==> src/rtl/txform_pkg.sv <==
// Shared defaults and FSM state encoding for the text-form line emitter.
package txform_pkg;

    localparam int         DEPTH_DEF = 16;
    localparam logic [7:0] SEP_DEF   = 8'h3A;
    localparam logic [7:0] EOL_DEF   = 8'h0A;

    typedef enum logic [2:0] {
        ST_IDLE     = 3'd0,
        ST_CAPTURE  = 3'd1,
        ST_EMIT_LHS = 3'd2,
        ST_EMIT_SEP = 3'd3,
        ST_EMIT_RHS = 3'd4,
        ST_EMIT_NL  = 3'd5
    } state_e;

    // True for every state that presents a byte on the output.
    function automatic logic is_emit(input state_e st);
        return (st == ST_EMIT_LHS) || (st == ST_EMIT_SEP) ||
               (st == ST_EMIT_RHS) || (st == ST_EMIT_NL);
    endfunction

endpackage

==> src/rtl/txform_emitter_pair_buffer.sv <==
// Pair storage: DEPTH x 16-bit registers {lhs, rhs}, one write port and a
// combinational read port. Contents are never reset; only written slots are read.
module pair_buffer
    import txform_pkg::*;
#(
    parameter int DEPTH = DEPTH_DEF,
    parameter int AW    = $clog2(DEPTH)
) (
    input  logic          clk,
    input  logic          wr_en,
    input  logic [AW-1:0] wr_addr,
    input  logic [15:0]   wr_data,
    input  logic [AW-1:0] rd_addr,
    output logic [15:0]   rd_data
);

    logic [15:0] mem_r [DEPTH];

    // Store one pair per write strobe.
    always_ff @(posedge clk) begin
        if (wr_en) begin
            mem_r[wr_addr] <= wr_data;
        end
    end

    assign rd_data = mem_r[rd_addr];

endmodule

==> src/rtl/txform_emitter.sv <==
// Captures a line of (lhs, rhs) character pairs and emits it as
// "lhs-text SEP rhs-text EOL" over a valid/ready byte stream.
module txform_emitter
    import txform_pkg::*;
#(
    parameter int         DEPTH = DEPTH_DEF,
    parameter logic [7:0] SEP   = SEP_DEF,
    parameter logic [7:0] EOL   = EOL_DEF
) (
    input  logic       clk,
    input  logic       rst,
    input  logic       line_start,
    input  logic [7:0] line_len,
    input  logic       pair_valid,
    input  logic [7:0] lhs,
    input  logic [7:0] rhs,
    output logic [7:0] out_data,
    output logic       out_valid,
    input  logic       out_ready,
    output logic       busy,
    output logic       overflow
);

    localparam int              AW        = $clog2(DEPTH);
    localparam int              IW        = AW + 1;
    localparam logic [IW-1:0]   IDX_ZERO  = {IW{1'b0}};
    localparam logic [IW-1:0]   IDX_ONE   = {{(IW-1){1'b0}}, 1'b1};
    localparam logic [IW-1:0]   DEPTH_IDX = IW'(DEPTH);
    localparam logic [31:0]     DEPTH_U   = 32'(DEPTH);

    state_e        state_r, nxt_state_s;
    logic [IW-1:0] idx_r, nxt_idx_s;
    logic [IW-1:0] len_r, nxt_len_s;
    logic [IW-1:0] last_idx_s;
    logic [IW-1:0] start_len_s;
    logic          too_long_s;
    logic          wr_en_s;
    logic          ovf_set_s;
    logic          accept_s;
    logic [15:0]   rd_data_s;
    logic [15:0]   byte_src_s;
    logic [7:0]    nxt_data_s;
    logic [7:0]    out_data_r;
    logic          out_valid_r;
    logic          busy_r;
    logic          overflow_r;

    pair_buffer #(.DEPTH(DEPTH), .AW(AW)) u_pair_buffer (
        .clk     (clk),
        .wr_en   (wr_en_s),
        .wr_addr (idx_r[AW-1:0]),
        .wr_data ({lhs, rhs}),
        .rd_addr (nxt_idx_s[AW-1:0]),
        .rd_data (rd_data_s)
    );

    assign last_idx_s = len_r - IDX_ONE;
    assign accept_s   = out_valid_r & out_ready;
    assign too_long_s = ({24'h000000, line_len} > DEPTH_U);

    // Clamp the requested length to the buffer depth.
    always_comb begin
        start_len_s = IDX_ZERO;
        if (too_long_s) begin
            start_len_s = DEPTH_IDX;
        end else begin
            start_len_s = IW'(line_len);
        end
    end

    // Next-state, index and write-strobe logic.
    always_comb begin
        nxt_state_s = state_r;
        nxt_idx_s   = idx_r;
        nxt_len_s   = len_r;
        wr_en_s     = 1'b0;
        ovf_set_s   = 1'b0;
        case (state_r)
            ST_IDLE: begin
                if (line_start) begin
                    nxt_len_s = start_len_s;
                    nxt_idx_s = IDX_ZERO;
                    ovf_set_s = too_long_s;
                    if (start_len_s == IDX_ZERO) begin
                        nxt_state_s = ST_EMIT_SEP;
                    end else begin
                        nxt_state_s = ST_CAPTURE;
                    end
                end else begin
                    nxt_state_s = ST_IDLE;
                end
            end
            ST_CAPTURE: begin
                if (pair_valid) begin
                    wr_en_s = 1'b1;
                    if (idx_r == last_idx_s) begin
                        nxt_state_s = ST_EMIT_LHS;
                        nxt_idx_s   = IDX_ZERO;
                    end else begin
                        nxt_idx_s = idx_r + IDX_ONE;
                    end
                end else begin
                    wr_en_s = 1'b0;
                end
            end
            ST_EMIT_LHS: begin
                if (accept_s) begin
                    if (idx_r == last_idx_s) begin
                        nxt_state_s = ST_EMIT_SEP;
                        nxt_idx_s   = IDX_ZERO;
                    end else begin
                        nxt_idx_s = idx_r + IDX_ONE;
                    end
                end else begin
                    nxt_state_s = ST_EMIT_LHS;
                end
            end
            ST_EMIT_SEP: begin
                if (accept_s) begin
                    nxt_idx_s = IDX_ZERO;
                    if (len_r == IDX_ZERO) begin
                        nxt_state_s = ST_EMIT_NL;
                    end else begin
                        nxt_state_s = ST_EMIT_RHS;
                    end
                end else begin
                    nxt_state_s = ST_EMIT_SEP;
                end
            end
            ST_EMIT_RHS: begin
                if (accept_s) begin
                    if (idx_r == last_idx_s) begin
                        nxt_state_s = ST_EMIT_NL;
                        nxt_idx_s   = IDX_ZERO;
                    end else begin
                        nxt_idx_s = idx_r + IDX_ONE;
                    end
                end else begin
                    nxt_state_s = ST_EMIT_RHS;
                end
            end
            ST_EMIT_NL: begin
                if (accept_s) begin
                    nxt_state_s = ST_IDLE;
                end else begin
                    nxt_state_s = ST_EMIT_NL;
                end
            end
            default: begin
                nxt_state_s = ST_IDLE;
                nxt_idx_s   = IDX_ZERO;
            end
        endcase
    end

    // Select the byte to present next cycle; the pair being written this edge
    // bypasses the buffer so a one-pair line can start emitting immediately.
    always_comb begin
        byte_src_s = rd_data_s;
        nxt_data_s = 8'h00;
        if (wr_en_s && (idx_r == nxt_idx_s)) begin
            byte_src_s = {lhs, rhs};
        end else begin
            byte_src_s = rd_data_s;
        end
        case (nxt_state_s)
            ST_EMIT_LHS: nxt_data_s = byte_src_s[15:8];
            ST_EMIT_SEP: nxt_data_s = SEP;
            ST_EMIT_RHS: nxt_data_s = byte_src_s[7:0];
            ST_EMIT_NL:  nxt_data_s = EOL;
            default:     nxt_data_s = 8'h00;
        endcase
    end

    // State, index and registered outputs; reset discards any line in flight.
    always_ff @(posedge clk) begin
        if (rst) begin
            state_r     <= ST_IDLE;
            idx_r       <= IDX_ZERO;
            len_r       <= IDX_ZERO;
            out_data_r  <= 8'h00;
            out_valid_r <= 1'b0;
            busy_r      <= 1'b0;
            overflow_r  <= 1'b0;
        end else begin
            state_r     <= nxt_state_s;
            idx_r       <= nxt_idx_s;
            len_r       <= nxt_len_s;
            out_data_r  <= nxt_data_s;
            out_valid_r <= is_emit(nxt_state_s);
            busy_r      <= (nxt_state_s != ST_IDLE);
            overflow_r  <= overflow_r | ovf_set_s;
        end
    end

    assign out_data  = out_data_r;
    assign out_valid = out_valid_r;
    assign busy      = busy_r;
    assign overflow  = overflow_r;

endmodule

==> config.mk <==
export PLATFORM = sky130hd
export DESIGN_NAME = txform_emitter
export DESIGN_NICKNAME = d
export VERILOG_FILES = /design/src/rtl/txform_pkg.sv /design/src/rtl/txform_emitter_pair_buffer.sv /design/src/rtl/txform_emitter.sv
export SDC_FILE = /design/constraint.sdc
export NUM_CORES = 1
export LEC_CHECK = 0
export ABC_CLOCK_PERIOD_IN_PS = 4700
export CAP_MARGIN = 0
export CORE_ASPECT_RATIO = 1.5
export CORE_MARGIN = 4
export CORE_UTILIZATION = 45
export CTS_CLUSTER_SIZE = 28
export DETAILED_ROUTE_END_ITERATION = 10
export GPL_TIMING_DRIVEN = 1
export SLEW_MARGIN = 20
export SYNTH_ARGS = -nofsm -noshare
export SYNTH_HDL_FRONTEND = slang
export SYNTH_SLANG_ARGS = --single-unit
==> constraint.sdc <==
create_clock -name clk -period 4.7 [get_ports clk]
set_input_delay 1.175 -clock clk [delete_from_list [all_inputs] [get_ports clk]]
set_output_delay 1.175 -clock clk [all_outputs]
set_load 0.02 [all_outputs]
-- Word level (Yosys, flattened, before mapping)
Memory sizes are Yosys's and may differ from the RTL's.
Cells that the tools add are included.
- bitwise operators: 2
- equality and inequality tests: 11
- add/subtract/negate cells: 2
- reduce and logical (&&, ||, !) cells: 10
- $lt $le $gt $ge: 1
- mux-type cells: 27
- operators with widths (kind ; count):
    8-bit case mux with 4 select lines ; 1
    5-bit two-way mux ; 6
    3-bit two-way mux ; 9
    5-bit case mux with 5 select lines ; 1
    3-bit case mux with 6 select lines ; 1
    16-bit two-way mux ; 1
    3-bit by 2-bit equality test with 1-bit output, second input constant ; 4
    3-bit equality test, second input constant ; 4
    5-bit equality test ; 2
    5-bit logical NOT ; 2
    8-bit by 5-bit > comparator with 1-bit output, second input constant ; 1
    1-bit two-way mux ; 7
    5-bit by 1-bit adder with 5-bit output, second input constant ; 1
    5-bit by 1-bit subtractor with 5-bit output, second input constant ; 1
    3-bit by 1-bit equality test with 1-bit output, second input constant ; 1
    3-bit logical NOT ; 1
    1-bit logical OR ; 3
    3-bit nonzero test ; 1
    2-bit two-way mux ; 1
    2-bit AND reduction ; 1
    2-bit OR reduction ; 1
    1-bit AND ; 1
    1-bit logical AND ; 1
    1-bit OR ; 1
- RAM bits: 256
- register bits: 24
- memories kept: 1
- word-level logic and storage cells: 61
- output and inout bits: 11
- memory list (memory ; words ; width ; rd ports ; clocked after Yosys merged registers in ; write ports ; RTL line ; RTL):
    u_pair_buffer.mem_r ; 16 ; 16 ; 1 ; 0 ; 1 ; txform_emitter_pair_buffer.sv:17 ; logic [15:0] mem_r [DEPTH];

-- Depth between registers and ports, before layout
Gate-level depths: netlist of the first run.
- word-level depth: 10
- mapped depth: 15
- depth with buffers taken out: 11

-- Hierarchy
From an unflattened synthesis of the first run, not the netlist that was laid out.
- cells, all modules: 598
- area total of the unflattened synthesis: 11219.5 um^2
- modules (own cells, without submodules) (module ; area an instance (um^2) ; sequential area each (um^2) ; instances ; cells each):
    pair_buffer ; 9721.8 ; 7687.4 ; 1 ; 416
    txform_emitter ; 1497.7 ; 480.5 ; 1 ; 182

-- Worst setup path after synthesis of the first run
No wires, ideal clock.
- kind: input-to-reg
- start point: input line_start
- end point: register out_data_r[1] (netlist: out_data[1])
- path slack: 1.293 ns
- stages on the path: 10
- data arrival time: 3.273 ns
- library setup time: 0.134 ns
- cell sequence: or3b_4 -> a21oi_4 -> nor2_2 -> a22o_1 -> buf_6 -> nor4_1 -> o22ai_1 -> o32ai_1 -> a311oi_1 -> or4_1
- word-level cells in the longest chain between the ends: 6
- ends and longest elaborated chain (what ; RTL line ; RTL):
    start: declaration ; txform_emitter.sv:12 ; input logic line_start,
    parallel branches: the longest is 5 deep, another holds memory 16 x 16 bit ; - ;
    8-bit case mux with 4 select lines * ; txform_emitter.sv:166 ; case (nxt_state_s)
    end signal: assignment ; txform_emitter.sv:189 ; out_data_r <= nxt_data_s;
    end: declaration ; txform_emitter.sv:43 ; logic [7:0] out_data_r;
Mark *: on every way between the ends.
A chain may end at the register's enable or synchronous reset.

-- Worst setup path in the final report of the first run
- start point: input line_start
- end point: register out_data_r[2] (netlist: out_data[2])
Same word-level chain as after synthesis.

==> impl.org, run 1 <==
** Status
- The flow ran to the end, and the final reports show no timing, DRC or antenna violations.

** Place
- Routability-driven placement finished with a final weighted congestion of 0.866.
- Number of placed instances with taps included :: 1,279
- Prior to clock tree synthesis, the placed netlist has a worst setup slack of 0.285 ns.
- Buffers placed on the I/O ports in this run total 39.
- Placed wire-length estimate after detailed placement :: 21,200 um

** STA
- Derived from the worst setup path, the maximum achievable clock frequency is 255 MHz.
- Slew at the pin closest to its max-slew limit :: 0.843 ns
- Setup TNS :: 0 ns
- Setup violations remaining at the end of the flow were counted as 0.
- Portion of the clock cycle consumed by the worst path in the final layout :: 83.4%
- For the finished layout, the period the worst path requires is 3.92 ns.
- Measured against its own limit, the worst slew margin works out to 43.5%.
- Max Slew Vio Count :: 0
- The count of endpoints failing hold in the final timing report came to 0.
- Setup repair after global routing left no endpoint under its margin.
- Setup skew after layout :: 0.00969 ns
- Final setup margin :: 0.779 ns

** Clocking
- No sink is reached through more buffers than the 3 on the longest clock path.
- Number of buffers created by CTS :: 27
- Clock latency on the worst-skew pair, taken at its later pin, is 0.54 ns.
- Buffer count from post-CTS setup fixing :: 0
- Clock-pin slew was measured on the worst setup and hold paths at 0.06 ns.
- After clock tree synthesis, the flow added hold-fix buffers numbering 0.
- Number of H-tree levels :: 1
- The number of gates resized after CTS was 0.
- The root buffer cell chosen for the clock tree is clkbuf_16.
- Clock sink total :: 280
- TritonCTS built the clock tree.

** Logic synthesis
- Warning count from the yosys run :: 0
- In the synthesized netlist, the cells that appear most often are edfxtp_1, nand2_1, mux2i_1.
- When the netlist entered floorplanning its net count stood at 927.
- Count of state elements after synthesis :: 280
- Ys async rst share :: 0%
- Area contributors post-synth :: edfxtp_1, mux2i_1, nand2_1, dfxtp_1, nand3_1
- Top cell type by total area after synthesis :: edfxtp_1
- The most used flip-flop cell after synthesis is edfxtp_1.
- The synthesized design contains 256 enable-type register cells.
- The mapped netlist covers 11,900 um2.
- Cells after synthesis :: 893
- Most instantiated library cell after synthesis :: edfxtp_1
- Counting distinct cell types in the post-synthesis netlist gives 76.
- Mean instance size in the synthesized netlist :: 13.4 um2
- Share of the yosys chip area belonging to registers :: 68.4%
- The synthesized design devotes to its leading area cell type 64.3% of total area.

** Detailed routing
- The routed layout has 7,865 vias.
- DRC marker count from the first detailed-route iteration :: 638
- # DRC :: 0
- For this run, the detailed router's first-pass iteration total came to 5.
- Post-DRT Antenna Nets :: 0
- Dividing the detail-routed via count by the number of cells gives 5.92.
- After detailed routing, the average wire length per cell comes to 24.7 um.
- Overall routed net length :: 32,800 um

** Floorplanning
- Chip height :: 208 um
- Area of the die :: 29,300 um2
- Once the floorplan was initialized, standard cells occupied 46.0% of the core.
- Horiz. Die Dim :: 141 um
- Standard-cell row count :: 72
- I/O pin count :: 40
- The region available for standard cell placement spans 25,900 um2.

** Layout
- Share of cells above drive strength 1 :: 14.9%
- Area used by sequential logic in the layout :: 8170 um2
- The layout has 2,223 filler cells.
- Layout Area Growth over Synthesis :: 17.1%
- The multi-input combinational cells in the finished layout cover a total of 3520 um2.
- Number of non-filler instances in the completed layout :: 1,328
- Final nets :: 1,009

** Critical path
- The worst setup path is captured at a flip-flop.
- On the worst path, the slowest cell contributes a delay of 0.74 ns.
- Critical Path, Cell by Cell :: clkdlybuf4s50_1, or3b_4, a21oi_4, nor2_2, a22oi_4, buf_4, mux2i_1, a22oi_1, a31oi_1, a2111o_1
- The largest individual stage delay along the critical path comes from the cell a22oi_4.
- The critical path in this run is classified as in2reg.
- The worst setup path is launched from an input pin.
- Worst path required time :: 5.13 ns
- Worst Path Arrival :: 4.35 ns
- Worst-path maximum fanout :: 20

** Global routing
- Number of global-route vias before repair :: 7,822
- Summed over all layers, the global routing overflow is 0.
- Largest net degree at the start of global routing :: 31
- Global routing consumed, over all layers together, 22.0% of the routing resources.
- The first global-routing pass estimated 48,300 um of wire.
- The number of antenna violations at the first check in global routing was 1.

** Power
- Summed over all cells, the static leakage comes to 4.82 nW.
- Power comes to 5.27 mW.
- PwrDens :: 377 nW/um2
- IR analysis of the VDD net gives a maximum drop of 0.000288 V.

** Hold path
- Min-Delay Path Class :: reg2reg

** Job
- Maxcap violations :: 0
-- metrics by stage --
stage	cell area (um2)	hold WS (ns)	util, %
6_report	14000	0.476	53.9
5_1_grt	14000	0.534	53.9
3_3_place_gp	13100	0.458	50.4
3_5_place_dp	13100	0.471	50.4
4_1_cts	14000	0.486	53.9
2_1_floorplan	11900	0.446	-
-- cell type report --
| class | instances | area share [%] |
|---|---|---|
| Clock buffer | 30 | 4.91 |
| Tap cell | 333 | 2.98 |
| Sequential cell | 280 | 58.4 |
| Timing Repair Buffer | 104 | 6.73 |
| Clock inverter | 18 | 1.59 |
| Antenna cell | 1 | 0.0179 |
| Multi-Input combinational cell | 554 | 25.1 |
| Inverter | 8 | 0.215 |
-- power by group --
part / switching [mW] / internal, mW / total (mW)
clock: 0.912 / 1.33 / 2.24
combinational: 0.179 / 0.115 / 0.294
sequential: 0.00948 / 2.73 / 2.74
-- kinds of logic (layout without fill, tap and decap cells) --
family                     after synthesis  after routing  share of synthesized area [%]
and+or+nand+nor                        326            326                           12.4
xor gates and xnor gates                 6              6                          0.440
DFF                                    280            280                           68.4
AOI/OAI and AO/OA                      149            149                           9.75
adders and majority gates                5              5                          0.524
muxes                                   68             68                           5.83
buffers and inverters                   59            160                           2.64
other                                    0              1                              0
-- flip-flops by register name (all words and copies together), names as in the netlist --
register / flops
overflow: 1
idx_r: 5
out_valid: 1
len_r: 5
state_r: 3
out_data: 8
u_pair_buffer.mem_r: 256
busy: 1
-- critical path: cells and delay by family --
family	cells	cell delay, ns
simple gates	2	0.55
mux	1	0.11
buf+inv	2	0.86
compound gates	5	1.64
-- placed cells by master (no fill, tap or decap), types with 8 or more instances in the layout --
cell             netlist  layout
nand2_1              155     155
a21oi_1               19      19
edfxtp_1             256     256
mux2i_1               64      64
nor2_1                39      27
nor2_2                 1      13
buf_4                  7      60
clkbuf_16              0      27
and2_1                 8       8
a31oi_1               16      16
a22oi_1               10      10
nand3_1               62      62
clkdlybuf4s50_1        0      39
and3_1                16      16
o21ai_0               16      16
dfxtp_1               24      24
nor3_1                12       8
-- worst paths after layout --
path / startpoint / endpoint / slack (ns) / depth (start not counted)
setup reg to reg: idx_r[0]$_SDFF_PP0_ / out_data[0]$_SDFF_PP0_ / 1.11 / 9
hold reg to reg: overflow$_SDFF_PP0_ / overflow$_SDFF_PP0_ / 0.48 / 2
setup / recovery: line_start / out_data[2]$_SDFF_PP0_ / 0.78 / 10
hold / removal: overflow$_SDFF_PP0_ / overflow$_SDFF_PP0_ / 0.48 / 2
-- routing by layer --
layer | part of all wire [%] | global-route usage [%]
met1 | 38 | 26.0
met2 | 52 | 39.8
met3 | 5.6 | 2.54
met4 | 4.4 | 9.70
met5 | 0 | 0
Power figures use the tool's default switching activity.
==> inputs of run 2 (changes only) <==
- ABC_CLOCK_PERIOD_IN_PS: 4700 -> 3900
- clock period: 4.7 -> 3.9 ns (I/O delays scaled with it)
==> impl.org, run 2 (synthesis results as in run 1) <==
** Status
- Result of the run: completed (unchanged).

** Place
- The quantity of I/O buffers inserted on ports was 39 (unchanged).
- The final RePlAce weighted congestion is 0.846 (was 0.866).
- Placed wire-length estimate after detailed placement :: 22,100 um (was 21,200 um)
- The worst setup timing slack at the placement stage was -0.205 ns (was 0.285 ns).

** Detailed routing
- The detailed-router iteration count before antenna repair was 7 (was 5).
- The number of routed nets with antenna violations came to 0 (unchanged).
- The average wire per cell in the routed design came to 24.1 um (was 24.7 um).
- DRC marker count from the first detailed-route iteration :: 675 (was 638)
- The aggregate routed wire length came to 33,400 um (was 32,800 um).
- # DRC :: 0 (unchanged)
- Via density :: 5.83 (was 5.92)
- The overall via count from detail_route is 8,098 (was 7,865).

** Clocking
- The TritonCTS sink count came to 280 (unchanged).
- Maximum number of buffers from clock root to sink :: 3 (unchanged)
- The clock latency on the worst-skew pair was 0.55 ns (was 0.54 ns).
- Number of hold-repair buffers added at the cts stage :: 0 (unchanged)
- The buffer type at the clock tree root is clkbuf_16 (unchanged).
- The clock transition at the registers of the reported paths was 0.06 ns (about the same).
- The H-tree level count is 1 (unchanged).
- The clock tree from TritonCTS was built (unchanged).
- The buffer count from post-CTS setup fixing is 0 (unchanged).
- Number of buffers created by CTS :: 27 (unchanged)
- Post-CTS resize count :: 0 (unchanged)

** STA
- The slew of the pin with the lowest slew margin came to 0.590 ns (was 0.843 ns).
- Final setup margin :: 0.170 ns (was 0.779 ns)
- The worst setup skew after layout is 0.0117 ns (was 0.00969 ns).
- Timing would allow up to 268 MHz.
- Final hold viol count :: 0 (unchanged)
- The headroom to the max-slew limit came to 60.5% (was 43.5%).
- Finish-stage setup viols :: 0 (unchanged)
- The count of final max-slew check failures is 0 (unchanged).
- The final total negative setup slack was 0 ns (unchanged).
- Portion of the clock cycle consumed by the worst path in the final layout :: 95.6%
- Setup repair after global routing missed its margin :: no (unchanged)
- For the finished layout, the period the worst path requires is 3.73 ns.

** Layout
- The count of antenna diodes in the layout was 0 (was 1).
- The share of layout cells above drive strength 1 came to 19.1% (was 14.9%).
- The number of flip-flops in the largest register was 256 (unchanged).
- Final nets :: 1,069 (was 1,009)
- Fill count :: 2,158 (was 2,223)
- Top library cells by usage in the layout, fill and taps aside :: edfxtp_1, nand2_1, buf_4, mux2i_1, nand3_1 (was edfxtp_1, nand2_1, mux2i_1, nand3_1, buf_4)
- The synthesis-to-layout area growth was 20.5% (was 17.1%).
- Most common cell after layout, fill and taps aside :: edfxtp_1 (unchanged)
- The register with the most flip-flops was u_pair_buffer.mem_r (unchanged).

** Critical path
- Type of element launching the critical path :: flip-flop (was input pin)
- The destination of the worst register-to-register timing path was out_data[3]$_SDFF_PP0_ (was out_data[0]$_SDFF_PP0_).
- Worst Path Arrival :: 4.12 ns (was 4.35 ns)
- Path depth of the worst reg2reg path :: 14 (was 9)
- Critical Path Sink Type :: flip-flop (unchanged)
- The worst reg-to-reg setup slack was 0.17 ns (was 1.11 ns).
- Worst-path maximum fanout :: 12 (was 20)
- The launching point of the worst reg2reg path was len_r[0]$_SDFFE_PP0P_ (was idx_r[0]$_SDFF_PP0_).
- Worst path required time :: 4.29 ns (was 5.13 ns)
- Last element of the critical path :: out_data[3]$_SDFF_PP0_ (was out_data[2]$_SDFF_PP0_)
- The critical path class was reg2reg (was in2reg).
- Timing startpoint of the critical path :: len_r[0]$_SDFFE_PP0P_ (was line_start)

** Floorplanning
- The number of placement rows was 72 (unchanged).
- Area inside the core boundary :: 25,900 um2 (unchanged)
- Chip height :: 208 um (unchanged)
- The width of the die came to 141 um (unchanged).
- Area of the die :: 29,300 um2 (unchanged)
- I/O pin count :: 40 (unchanged)
- The starting utilization of the core area was 46.0% (unchanged).

** Power
- The leakage component of the power was 5.10 nW (was 4.82 nW).
- The worst voltage drop across the vdd grid came to 0.000428 V (was 0.000288 V).
- Power after layout :: 6.23 mW (was 5.27 mW)
- PwrDens :: 432 nW/um2 (was 377 nW/um2)

** Global routing
- Initial antenna violation count :: 0 (was 1)
- Largest net degree at the start of global routing :: 23 (was 31)
- The via count of the first global-routing pass was 8,160 (was 7,822).
- The combined global-route utilization of all metal layers came to 22.7% (was 22.0%).
- The first-pass GRT wire length is 49,800 um (was 48,300 um).
- Gr ovfl total :: 0 (unchanged)

** Hold path
- Min-Delay Path Class :: reg2reg (unchanged)

** Job
- Maxcap violations :: 0 (unchanged)
==> run 2: cell types whose count changed in the layout (fill, tap and decap cells not counted), sizes merged <==
cell,change
buf,+60
clkbuf,+8
bufinv,-3
clkinvlp,-3
clkinv,-2
diode,-1
inv,+1
==> run 2: final cells by class <==
cell class                      count  area (um2)  share of cell area, %
Clock buffer                       38         737                   5.12
Clock inverter                     11         104                  0.721
Inverter                            8        30.0                  0.209
Multi-Input combinational cell    554        3520                   24.4
Sequential cell                   280        8170                   56.7
Tap cell                          333         417                   2.89
Timing Repair Buffer              164        1430                   9.92
==> run 2: power by group <==
part / switching, mW / internal, mW
clock network: 1.09 / 1.45
logic: 0.228 / 0.169
registers: 0.00972 / 3.29
==> run 2: worst min path at each step <==
stage	endpoint	slack, ns	startpoint	cells past startpoint
after global placement	overflow$_SDFF_PP0_	0.46	overflow$_SDFF_PP0_	2
after CTS	overflow$_SDFF_PP0_	0.48	overflow$_SDFF_PP0_	2
final	overflow$_SDFF_PP0_	0.47	overflow$_SDFF_PP0_	2
after global routing	overflow$_SDFF_PP0_	0.50	overflow$_SDFF_PP0_	2
after detailed placement	overflow$_SDFF_PP0_	0.46	overflow$_SDFF_PP0_	2
after floorplan	len_r[1]$_SDFFE_PP0P_	0.45	len_r[1]$_SDFFE_PP0P_	2
==> run 2: routing by layer <==
metal  share of wire (%)  routed length (um)  track usage [%]  vias to the layer above
met5                   0                   0                0                        -
met4                 5.9                1960             11.6                        0
met3                 5.5                1820             2.60                      102
met2                  52               17300             40.5                      314
met1                  37               12300             26.8                     3982
li1                    -                   -                -                     3700
==> run 2: metrics by stage <==
stage               hold slack (ns)  utilization (%)  area, um2  cells
floorplan                     0.446                -      11900    893
global placement              0.458             52.3      13600   1339
detailed placement            0.463             52.3      13600   1339
CTS                           0.477             55.5      14400   1388
global route                  0.500             55.5      14400   1388
finish                        0.468             55.5      14400   1388
==> run 2: worst max-delay path, cell delays in order (launching register included) <==
cell	delay, ns
dfxtp_1	0.40
inv_1	0.06
ha_1	0.30
xnor2_1	0.13
a211oi_2	0.29
o211a_1	0.46
nor2_1	0.17
buf_4	0.18
a21oi_4	0.41
buf_4	0.21
buf_4	0.16
and3_1	0.16
a31oi_1	0.05
a22oi_1	0.44
nand4_1	0.13
==> inputs of run 3 (changes only) <==
- CTS_CLUSTER_SIZE: 28 -> 30
- GPL_ROUTABILITY_DRIVEN: unset -> 0
- REMOVE_ABC_BUFFERS: unset -> 1
==> impl.org, run 3 (synthesis results as in run 1) <==
** Status
- Result of the run: completed (unchanged).

** Clocking
- Number of H-tree levels :: 1 (unchanged)
- The buffer count from post-CTS setup fixing was 0 (unchanged).
- The maximum buffer depth of the clock tree is 3 (unchanged).
- TritonCTS clock tree :: built (unchanged)
- Clock root buffer master :: clkbuf_16 (unchanged)
- Clock sink total :: 280 (unchanged)
- Number of hold-repair buffers added at the cts stage :: 0 (unchanged)
- The clock transition at the registers of the reported paths came to 0.07 ns (was 0.06 ns).
- Clock latency reported for the late side of the worst-skew pair :: 0.54 ns (was 0.55 ns)
- The number of gates resized after cts came to 0 (unchanged).
- Number of buffers created by CTS :: 27 (unchanged)

** Global routing
- Number of global-route vias before repair :: 8,235 (was 8,160)
- The number of antenna violations at the first check in global routing came to 0 (unchanged).
- Largest net degree at the start of global routing :: 27 (was 23)
- The overall overflow remaining after global route is 0 (unchanged).
- Wire length of the first global-routing pass :: 48,500 um (was 49,800 um)
- Global-route total usage across every layer :: 21.6% (was 22.7%)

** STA
- The setup-violating endpoint count in the final report was 0 (unchanged).
- Final hold viol count :: 0 (unchanged)
- Portion of the clock cycle consumed by the worst path in the final layout :: 90.3% (was 95.6%)
- Slew at the pin closest to its max-slew limit :: 0.747 ns (was 0.590 ns)
- Setup repair after global routing missed its margin :: no (unchanged)
- Max Slew Vio Count :: 0 (unchanged)
- The minimum clock period after layout is 3.52 ns (was 3.73 ns).
- Worst Hold Margin :: 0.471 ns (was 0.468 ns)
- Relative slew margins :: 50.2% (was 60.5%)
- Setup skew after layout :: 0.0151 ns (was 0.0117 ns)
- The maximum clock frequency is 284 MHz (was 268 MHz).

** Detailed routing
- Wirelength per Cell :: 23.5 um (was 24.1 um)
- The detailed-router iteration count before antenna repair came to 7 (unchanged).
- The number of routed nets with antenna violations is 0 (unchanged).
- Overall routed net length :: 31,900 um (was 33,400 um)
- The overall via count from detail_route is 7,858 (was 8,098).
- The residual DRC count was 0 (unchanged).
- DRC marker count from the first detailed-route iteration :: 691 (was 675)
- Via density :: 5.78 (was 5.83)

** Layout
- The area of the multi-input gates was 3520 um2 (unchanged).
- Share of cells above drive strength 1 :: 17.2% (was 19.1%)
- The area of all placed cells without fillers came to 14,200 um2 (was 14,400 um2).
- Register containing the most flip-flops in the final layout :: u_pair_buffer.mem_r (unchanged)
- Top library cells by usage in the layout, fill and taps aside :: edfxtp_1, nand2_1, buf_4, mux2i_1, nand3_1 (unchanged)
- Number of flip-flops under the largest register name :: 256 (unchanged)
- The number of fillers in the final layout is 2,196 (was 2,158).
- Layout Area Growth over Synthesis :: 19.2% (was 20.5%)
- The count of antenna diodes in the layout is 0 (unchanged).
- Final nets :: 1,041 (was 1,069)
- Area used by sequential logic in the layout :: 8170 um2 (unchanged)
- Most common cell after layout, fill and taps aside :: edfxtp_1 (unchanged)
- Number of non-filler instances in the completed layout :: 1,359 (was 1,388)

** Critical path
- The delay contributed by the slowest stage of the critical path came to 0.55 ns (was 0.46 ns).
- Path depth of the worst reg2reg path :: 14 (unchanged)
- The critical path class is in2reg (was reg2reg).
- Worst Path Arrival :: 3.92 ns (was 4.12 ns)
- Critical Path, Cell by Cell :: clkdlybuf4s50_1, or3b_4, a21oi_4, nor2_2, a22oi_4, buf_12, mux4_2, a22oi_1, o211a_1, o22ai_1 (was inv_1, ha_1, xnor2_1, a211oi_2, o211a_1, nor2_1, buf_4, a21oi_4, buf_4, buf_4, and3_1, a31oi_1, a22oi_1, nand4_1)
- The library cell contributing the largest single delay on the critical path was a22oi_4 (was o211a_1).
- Type of element launching the critical path :: input pin (was flip-flop)
- Worst path required time :: 4.30 ns (was 4.29 ns)
- The critical-path maximum fanout is 12 (unchanged).
- The category of the worst setup path capture point was a flip-flop (unchanged).
- The worst reg-to-reg setup slack is 0.39 ns (was 0.17 ns).

** Floorplanning
- Standard-cell row count :: 72 (unchanged)
- The count of pins on the block boundary came to 40 (unchanged).
- The starting utilization of the core area was 46.0% (unchanged).
- Area inside the core boundary :: 25,900 um2 (unchanged)
- Chip height :: 208 um (unchanged)
- The total die area came to 29,300 um2 (unchanged).
- The width of the die was 141 um (unchanged).

** Hold path
- The type of the most critical hold path was reg2reg (unchanged).
- Worst hold stages :: 2 (unchanged)

** Power
- Static Leak :: 4.98 nW (was 5.10 nW)
- The worst voltage drop across the vdd grid is 0.000369 V (was 0.000428 V).
- PwrDens :: 436 nW/um2 (was 432 nW/um2)

** Place
- Number of placed instances with taps included :: 1,311 (was 1,339)
- Cell area after placement :: 13,400 um2 (was 13,600 um2)
- The quantity of I/O buffers inserted on ports was 39 (unchanged).
- The HPWL after detailed placement was 21,000 um (was 22,100 um).

** Job
- Maxcap violations :: 0 (unchanged)
[run 3: cell count changes in the layout (fill, tap and decap cells not counted)]
cell        previous run  this run
buf_4                117        85
buf_12                 8        12
clkinv_1               4         2
clkbuf_1               9         8
clkinvlp_4             0         1
inv_6                  1         2
[run 3: where the power goes]
part	leakage, nW	total [mW]	switching, mW	internal, mW
Clock	0.413	2.52	1.08	1.45
Sequential	2.50	3.30	0.0100	3.29
Combinational	2.07	0.388	0.222	0.165
[run 3: final timing paths]
path | startpoint | endpoint
max | line_start | out_data[5]$_SDFF_PP0_
max reg2reg | len_r[0]$_SDFFE_PP0P_ | out_data[5]$_SDFF_PP0_
min reg2reg | overflow$_SDFF_PP0_ | overflow$_SDFF_PP0_
min | overflow$_SDFF_PP0_ | overflow$_SDFF_PP0_
[run 3: critical path: cells and delay by family]
kind | cells | cell delay (ns)
AO/OA/AOI/OAI | 5 | 1.27
buffers and inverters | 2 | 0.66
multiplexers | 1 | 0.51
AND/OR/NAND/NOR | 2 | 0.51
[run 3: routing by layer]
metal | wire length [um] | share of wire [%] | global-route usage (%) | vias up
li1 | - | - | - | 3641
met1 | 12300 | 39 | 25.3 | 3927
met2 | 17000 | 53 | 39.8 | 227
met3 | 1420 | 4.4 | 3.00 | 63
met4 | 1150 | 3.6 | 7.99 | 0
met5 | 0 | 0 | 0 | -
[run 3: area by class of cell]
| class | count | area share (%) |
|---|---|---|
| inverters | 8 | 0.211 |
| repair buffers | 136 | 8.91 |
| clock buffers | 37 | 5.15 |
| well taps | 333 | 2.92 |
| flip-flops and latches | 280 | 57.3 |
| multi-input cells | 554 | 24.7 |
| clock inverters | 11 | 0.791 |
[run 3: stage by stage]
step | utilization, % | setup WS [ns] | total power [mW] | setup TNS (ns)
5_1_grt | 54.9 | 0.191 | 6.43 | 0
2_1_floorplan | - | -0.704 | 3.56 | -4.17
4_1_cts | 54.9 | 0.400 | 6.27 | 0
3_5_place_dp | 51.6 | -0.140 | 3.75 | -0.315
6_report | 54.9 | 0.379 | 6.21 | 0
3_3_place_gp | 51.6 | -0.0896 | 3.75 | -0.172
